===== config.mk =====
export PLATFORM = sky130hd
export DESIGN_NAME = ps2_key_rx
export DESIGN_NICKNAME = d
export VERILOG_FILES = /design/src/rtl/ps2_key_rx.sv
export SDC_FILE = /design/constraint.sdc
export NUM_CORES = 1
export LEC_CHECK = 0
export CAP_MARGIN = 20
export CORE_MARGIN = 4
export CORE_UTILIZATION = 24
export DETAILED_ROUTE_END_ITERATION = 7
export SYNTH_ARGS = -nofsm -noshare
export SYNTH_HDL_FRONTEND = slang
export SYNTH_SLANG_ARGS = --single-unit

===== constraint.sdc =====
create_clock -name clk_sys -period 5 [get_ports clk_sys]
set_input_delay 1 -clock clk_sys [delete_from_list [all_inputs] [get_ports clk_sys]]
set_output_delay 1 -clock clk_sys [all_outputs]
set_load 0.02 [all_outputs]

===== src/rtl/ps2_key_rx.sv =====
// PS/2 keyboard receiver: sync + glitch filter, 11-bit frame decode and
// scan-code sequence assembly into a 64-bit key word with an event toggle.
// Ports: clk_sys, reset (sync, active high), ps2_clk_in, ps2_data_in (raw,
// async); ps2_key[64] event toggle, [63:0] byte sequence (newest in 7:0);
// frame_err one-cycle pulse on a dropped frame.
// Option: define PS2_PARITY_CHECK_EN to drop frames with bad odd parity.
module ps2_key_rx #(
  parameter int TIMEOUT_CYCLES = 18432,
  parameter int FILTER_LEN     = 8
) (
  input  logic        clk_sys,
  input  logic        reset,
  input  logic        ps2_clk_in,
  input  logic        ps2_data_in,
  output logic [64:0] ps2_key,
  output logic        frame_err
);

  localparam int FW = $clog2(FILTER_LEN + 1);
  localparam int TW = $clog2(TIMEOUT_CYCLES + 1);

`ifdef PS2_PARITY_CHECK_EN
  localparam bit PAR_EN = 1'b1;
`else
  localparam bit PAR_EN = 1'b0;
`endif

  typedef enum logic [1:0] {
    IDLE,
    SHIFT,
    CHECK
  } state_t;

  // index 0 = PS/2 clock, index 1 = PS/2 data
  logic [1:0]    raw;
  logic [1:0]    s1;
  logic [1:0]    s2;
  logic [1:0]    flt;
  logic [FW-1:0] fcnt [2];

  assign raw = {ps2_data_in, ps2_clk_in};

  // A change is taken only after FILTER_LEN equal samples of the new level.
  always_ff @(posedge clk_sys) begin
    if (reset) begin
      s1  <= '1;
      s2  <= '1;
      flt <= '1;
      for (int i = 0; i < 2; i++) fcnt[i] <= '0;
    end else begin
      s1 <= raw;
      s2 <= s1;
      for (int i = 0; i < 2; i++) begin
        if (s2[i] == flt[i]) begin
          fcnt[i] <= '0;
        end else if (fcnt[i] == FW'(FILTER_LEN - 1)) begin
          flt[i]  <= s2[i];
          fcnt[i] <= '0;
        end else begin
          fcnt[i] <= fcnt[i] + 1'b1;
        end
      end
    end
  end

  logic clk_prev;
  logic fall;

  assign fall = clk_prev & ~flt[0];

  state_t        state;
  state_t        state_nxt;
  logic [3:0]    bit_cnt;
  logic [8:0]    shreg;
  logic          stop_bit;
  logic [TW-1:0] to_cnt;
  logic          start;
  logic          shift_en;
  logic          stop_en;
  logic          tmo;
  logic          accept;
  logic          drop;
  logic          frame_ok;

  // shreg[8] is parity, shreg[7:0] the data byte
  assign frame_ok = stop_bit & ((^shreg) | ~PAR_EN);

  always_ff @(posedge clk_sys) begin
    if (reset) state <= IDLE;
    else       state <= state_nxt;
  end

  always_comb begin
    state_nxt = state;
    start     = 1'b0;
    shift_en  = 1'b0;
    stop_en   = 1'b0;
    tmo       = 1'b0;
    accept    = 1'b0;
    drop      = 1'b0;
    unique case (state)
      IDLE: begin
        if (fall && !flt[1]) begin
          start     = 1'b1;
          state_nxt = SHIFT;
        end
      end
      SHIFT: begin
        // an edge wins over an expiring timeout
        if (fall) begin
          if (bit_cnt == 4'd10) begin
            stop_en   = 1'b1;
            state_nxt = CHECK;
          end else begin
            shift_en = 1'b1;
          end
        end else if (to_cnt == TW'(TIMEOUT_CYCLES - 1)) begin
          tmo       = 1'b1;
          state_nxt = IDLE;
        end
      end
      CHECK: begin
        state_nxt = IDLE;
        if (frame_ok) accept = 1'b1;
        else          drop   = 1'b1;
      end
      default: state_nxt = IDLE;
    endcase
  end

  always_ff @(posedge clk_sys) begin
    if (reset) begin
      clk_prev  <= 1'b1;
      bit_cnt   <= '0;
      shreg     <= '0;
      stop_bit  <= 1'b0;
      to_cnt    <= '0;
      frame_err <= 1'b0;
    end else begin
      clk_prev  <= flt[0];
      frame_err <= drop | tmo;
      if (start) begin
        bit_cnt <= 4'd1;
      end else if (shift_en) begin
        bit_cnt <= bit_cnt + 1'b1;
        shreg   <= {flt[1], shreg[8:1]};
      end
      if (stop_en) stop_bit <= flt[1];
      if (state != SHIFT || fall || tmo) to_cnt <= '0;
      else                               to_cnt <= to_cnt + 1'b1;
    end
  end

  logic [7:0]  rx_byte;
  logic [63:0] seq;
  logic [2:0]  pause_cnt;
  logic [2:0]  pause_nxt;
  logic        in_pause;
  logic        is_pfx;
  logic        term;

  assign rx_byte  = shreg[7:0];
  assign in_pause = pause_cnt != 3'd0;
  assign is_pfx   = rx_byte == 8'hE0 || rx_byte == 8'hF0;

  // pause_cnt counts bytes after E1; the 7th one closes the sequence
  always_comb begin
    term      = 1'b0;
    pause_nxt = pause_cnt;
    unique case (1'b1)
      in_pause: begin
        term      = pause_cnt == 3'd7;
        pause_nxt = pause_cnt + 3'd1;
      end
      !in_pause && is_pfx: ;
      !in_pause && rx_byte == 8'hE1: pause_nxt = 3'd1;
      default: term = 1'b1;
    endcase
  end

  always_ff @(posedge clk_sys) begin
    if (reset) begin
      ps2_key   <= '0;
      seq       <= '0;
      pause_cnt <= '0;
    end else if (accept) begin
      if (term) begin
        ps2_key   <= {~ps2_key[64], seq[55:0], rx_byte};
        seq       <= '0;
        pause_cnt <= '0;
      end else begin
        seq       <= {seq[55:0], rx_byte};
        pause_cnt <= pause_nxt;
      end
    end
  end

endmodule


==> qor.yml <==
status: "finished clean"
timing.setup.tns_ps: 0
syn2layout_area_growth_pct: 21.0
p_sw_share_pct: 21.6
grt_pass1_vias: 4806
wire_per_inst_um: 12.5
hold_buffers: 0
p_clk_share_pct: 46.7
rr_endpoint: "ps2_key[61]"
synth_area_per_cell_um2: 9.43
relSlewSlack_pct: 31.9
drt_iter0_drc: 276
finalHoldViolations: 0
critical_path.cell_chain: "and3b_2 > buf_4 > o21ai_2 > nor2_8 > buf_4 > mux2i_1"
vias: 4893
antenna_found_initial: 1
htree_levels: 4
synth_flop_cell: "dfxtp_1"
p_per_area_nw_per_um2: 313
portBuffers: 69
worstRegToRegCells: 6
yosysSeqAreaShare_pct: 49.6
instances_no_fill: 1199
pin_count: 70
fin_worst_skew_ps: 16.0
dieArea_um2: 32200
cpPeakStageDelay_ps: 830
grtUsageTotal_pct: 9.25
cts.path.max_buffers: 2
cp_common_cell: "buf_4"
end_kind: "register"
share_seq_of_total_power_pct: 51.5
p_comb_share_pct: 1.8
slew_violations: 0
arrival_ps: 3310
grt_first_pass_wirelength_um: 24600
timing.final.crit_period_ps: 2960
synthArstFlopShare_pct: 0
synth_seq_cells: 171
synth_edf_count: 8
dr.pass1.iters: 4
min_period_over_period_pct: 59.2
crit_fanout: 57
place_inst: 1168
dp_hpwl_um: 9750
holdPathStages: 1
nets: 815
crit_slowest_cell: "nor2_8"
antennaDiodeCount: 0
setup_viol: 0
grt_start_max_net_pins: 91
initial_core_util_pct: 24.5
syn_area_um2: 7060
rsz0062_at_grt: "false"
coreArea_um2: 28900
clk_pin_slew_ps: 60
die_h_um: 180
cts.repair.resized: 0
critPathKind: "reg -> reg"
cts.sinks: 171
clock_latency_ps: 430
r2r_slack_ps: 2040
post_cts.repair.setup_buffers: 0
required_ps: 5350
yosys-top-cells-area: "dfxtp_1 46%, nand2b_1 11%, mux2i_1 9.5%"
power_switching_w: 0.000578
internal_power_w: 0.00210
synth_cells: 749
root_buffer: "clkbuf_16"
yosys_warnings: 0
irDropWorstVdd_uv: 228
rr_startpoint: "state[1]"
whs_endpoint: "s2[0]"
fmax_mhz: 338
routed_wl_um: 15000
grt_overflow_total: 0
hold_slack_ps: 412
tightest_slew_ps: 1020
p_leak_nw: 2.69
synth_top_area_cell: "dfxtp_1"
worstHoldStart: "s1[0]"
routed_via_density: 4.08
cap_violations: 0
cts_tree: "built"
cts_buffers: 17
synth.distinct_cells: 43
cp-start-kind: "register"
hold_path_class: "reg -> reg"
fp.dieW_um: 180
place.gp.congestion: 0.735
drive_gt1_share_pct: 5.77
rows: 62
antenna_left: 0
synth_top_area_share_pct: 46.2
drc_errors: 0
routing by layer:
metal	part of all wire (%)	GRT usage (%)
met2	47	15.2
met3	3.6	2.93
met5	0.047	0
met4	0.96	2.93
met1	48	11.6
layout make-up:
| cell class | instances | area (um2) |
|---|---|---|
| clock inverter | 12 | 114 |
| clock buffer | 19 | 443 |
| sequential | 171 | 3500 |
| tap | 384 | 480 |
| timing repair buffer | 74 | 726 |
| inverter | 6 | 22.5 |
| fill | 3062 | 20300 |
| multi-input combinational | 533 | 3260 |
stage by stage:
stage	setup WS (ps)	area (um2)	total power (W)	utilization, %
2_1_floorplan	3030	7090	0.00145	-
5_1_grt	1780	8550	0.00278	29.6
4_1_cts	1990	8550	0.00272	29.6
3_5_place_dp	1970	7990	0.00146	27.7
3_3_place_gp	2060	7990	0.00146	27.7
6_report	2040	8550	0.00268	29.6
sequential cells by signal, indices dropped and copies added, names as in the netlist:
signal     cells
seq           56
bit_cnt        4
shreg          9
to_cnt        15
frame_err      1
clk_prev       1
fcnt           8
s1             2
frame_ok       1
pause_cnt      3
s2             2
state          2
ps2_key       65
flt            2
worst max-delay path by stage:
stage / from / endpoint / slack [ps] / cells past startpoint
floorplan: reset / fcnt[1][1] / 3030 / 4
global placement: state[1] / ps2_key[45] / 2060 / 6
detailed placement: state[1] / ps2_key[54] / 1970 / 6
CTS: state[1] / ps2_key[61] / 1990 / 6
global route: state[1] / ps2_key[57] / 1780 / 6
finish: state[1] / ps2_key[61] / 2040 / 6
synth_stat cells (7+ instances only):
master      n
nor2_1     35
mux2i_1    67
xnor2_1     7
ha_1        8
clkbuf_1   28
nand4_1     7
dfxtp_1   163
a21oi_1    67
nand2b_1  129
xor2_1     15
edfxtp_1    8
nand2_1   125
nand3_1    16
power by group through the flow:
stage / Combinational, W / Clock (W) / Sequential (W)
CTS: 0.0000500 / 0.00129 / 0.00138
detailed placement: 0.0000501 / 0 / 0.00141
global route: 0.0000547 / 0.00135 / 0.00138
finish: 0.0000493 / 0.00125 / 0.00138
global placement: 0.0000497 / 0 / 0.00141
floorplan: 0.0000434 / 0 / 0.00141
worst max-delay path: cells and delay by family (launching register included):
| family | cells | cell delay (ps) |
|---|---|---|
| multiplexers | 1 | 230 |
| flip-flops | 1 | 410 |
| AO/OA/AOI/OAI | 1 | 250 |
| buffers and inverters | 2 | 940 |
| AND/OR/NAND/NOR | 2 | 1030 |
cell families (layout without fill, tap and decap cells):
kind of cell,after synthesis,count (layout),synth area share (%)
AND/OR/NAND/NOR,349,349,25.7
flip-flops,171,171,49.6
AO/OA/AOI/OAI,78,78,5.95
multiplexers,68,68,9.71
buffers and inverters,52,111,4.84
XOR/XNOR,22,22,2.73
adder cells (fa/ha/maj),8,8,1.42
other,1,8,0.0531
placed cells by master, fill, tap and decap left out, types with 4 or more instances in the layout:
| master | Yosys | final |
|---|---|---|
| a21oi_1 | 67 | 67 |
| and3_1 | 4 | 4 |
| and4_1 | 4 | 4 |
| buf_4 | 1 | 6 |
| clkbuf_16 | 0 | 17 |
| clkdlybuf4s50_1 | 0 | 68 |
| conb_1 | 1 | 8 |
| dfxtp_1 | 163 | 163 |
| edfxtp_1 | 8 | 8 |
| ha_1 | 8 | 8 |
| inv_1 | 6 | 6 |
| mux2i_1 | 67 | 67 |
| nand2_1 | 125 | 125 |
| nand2b_1 | 129 | 129 |
| nand3_1 | 16 | 16 |
| nand4_1 | 7 | 7 |
| nor2_1 | 35 | 35 |
| nor2b_1 | 5 | 5 |
| nor3_1 | 4 | 4 |
| or2_2 | 5 | 5 |
| xnor2_1 | 7 | 7 |
| xor2_1 | 15 | 15 |
(Power assumes the default switching activity.)
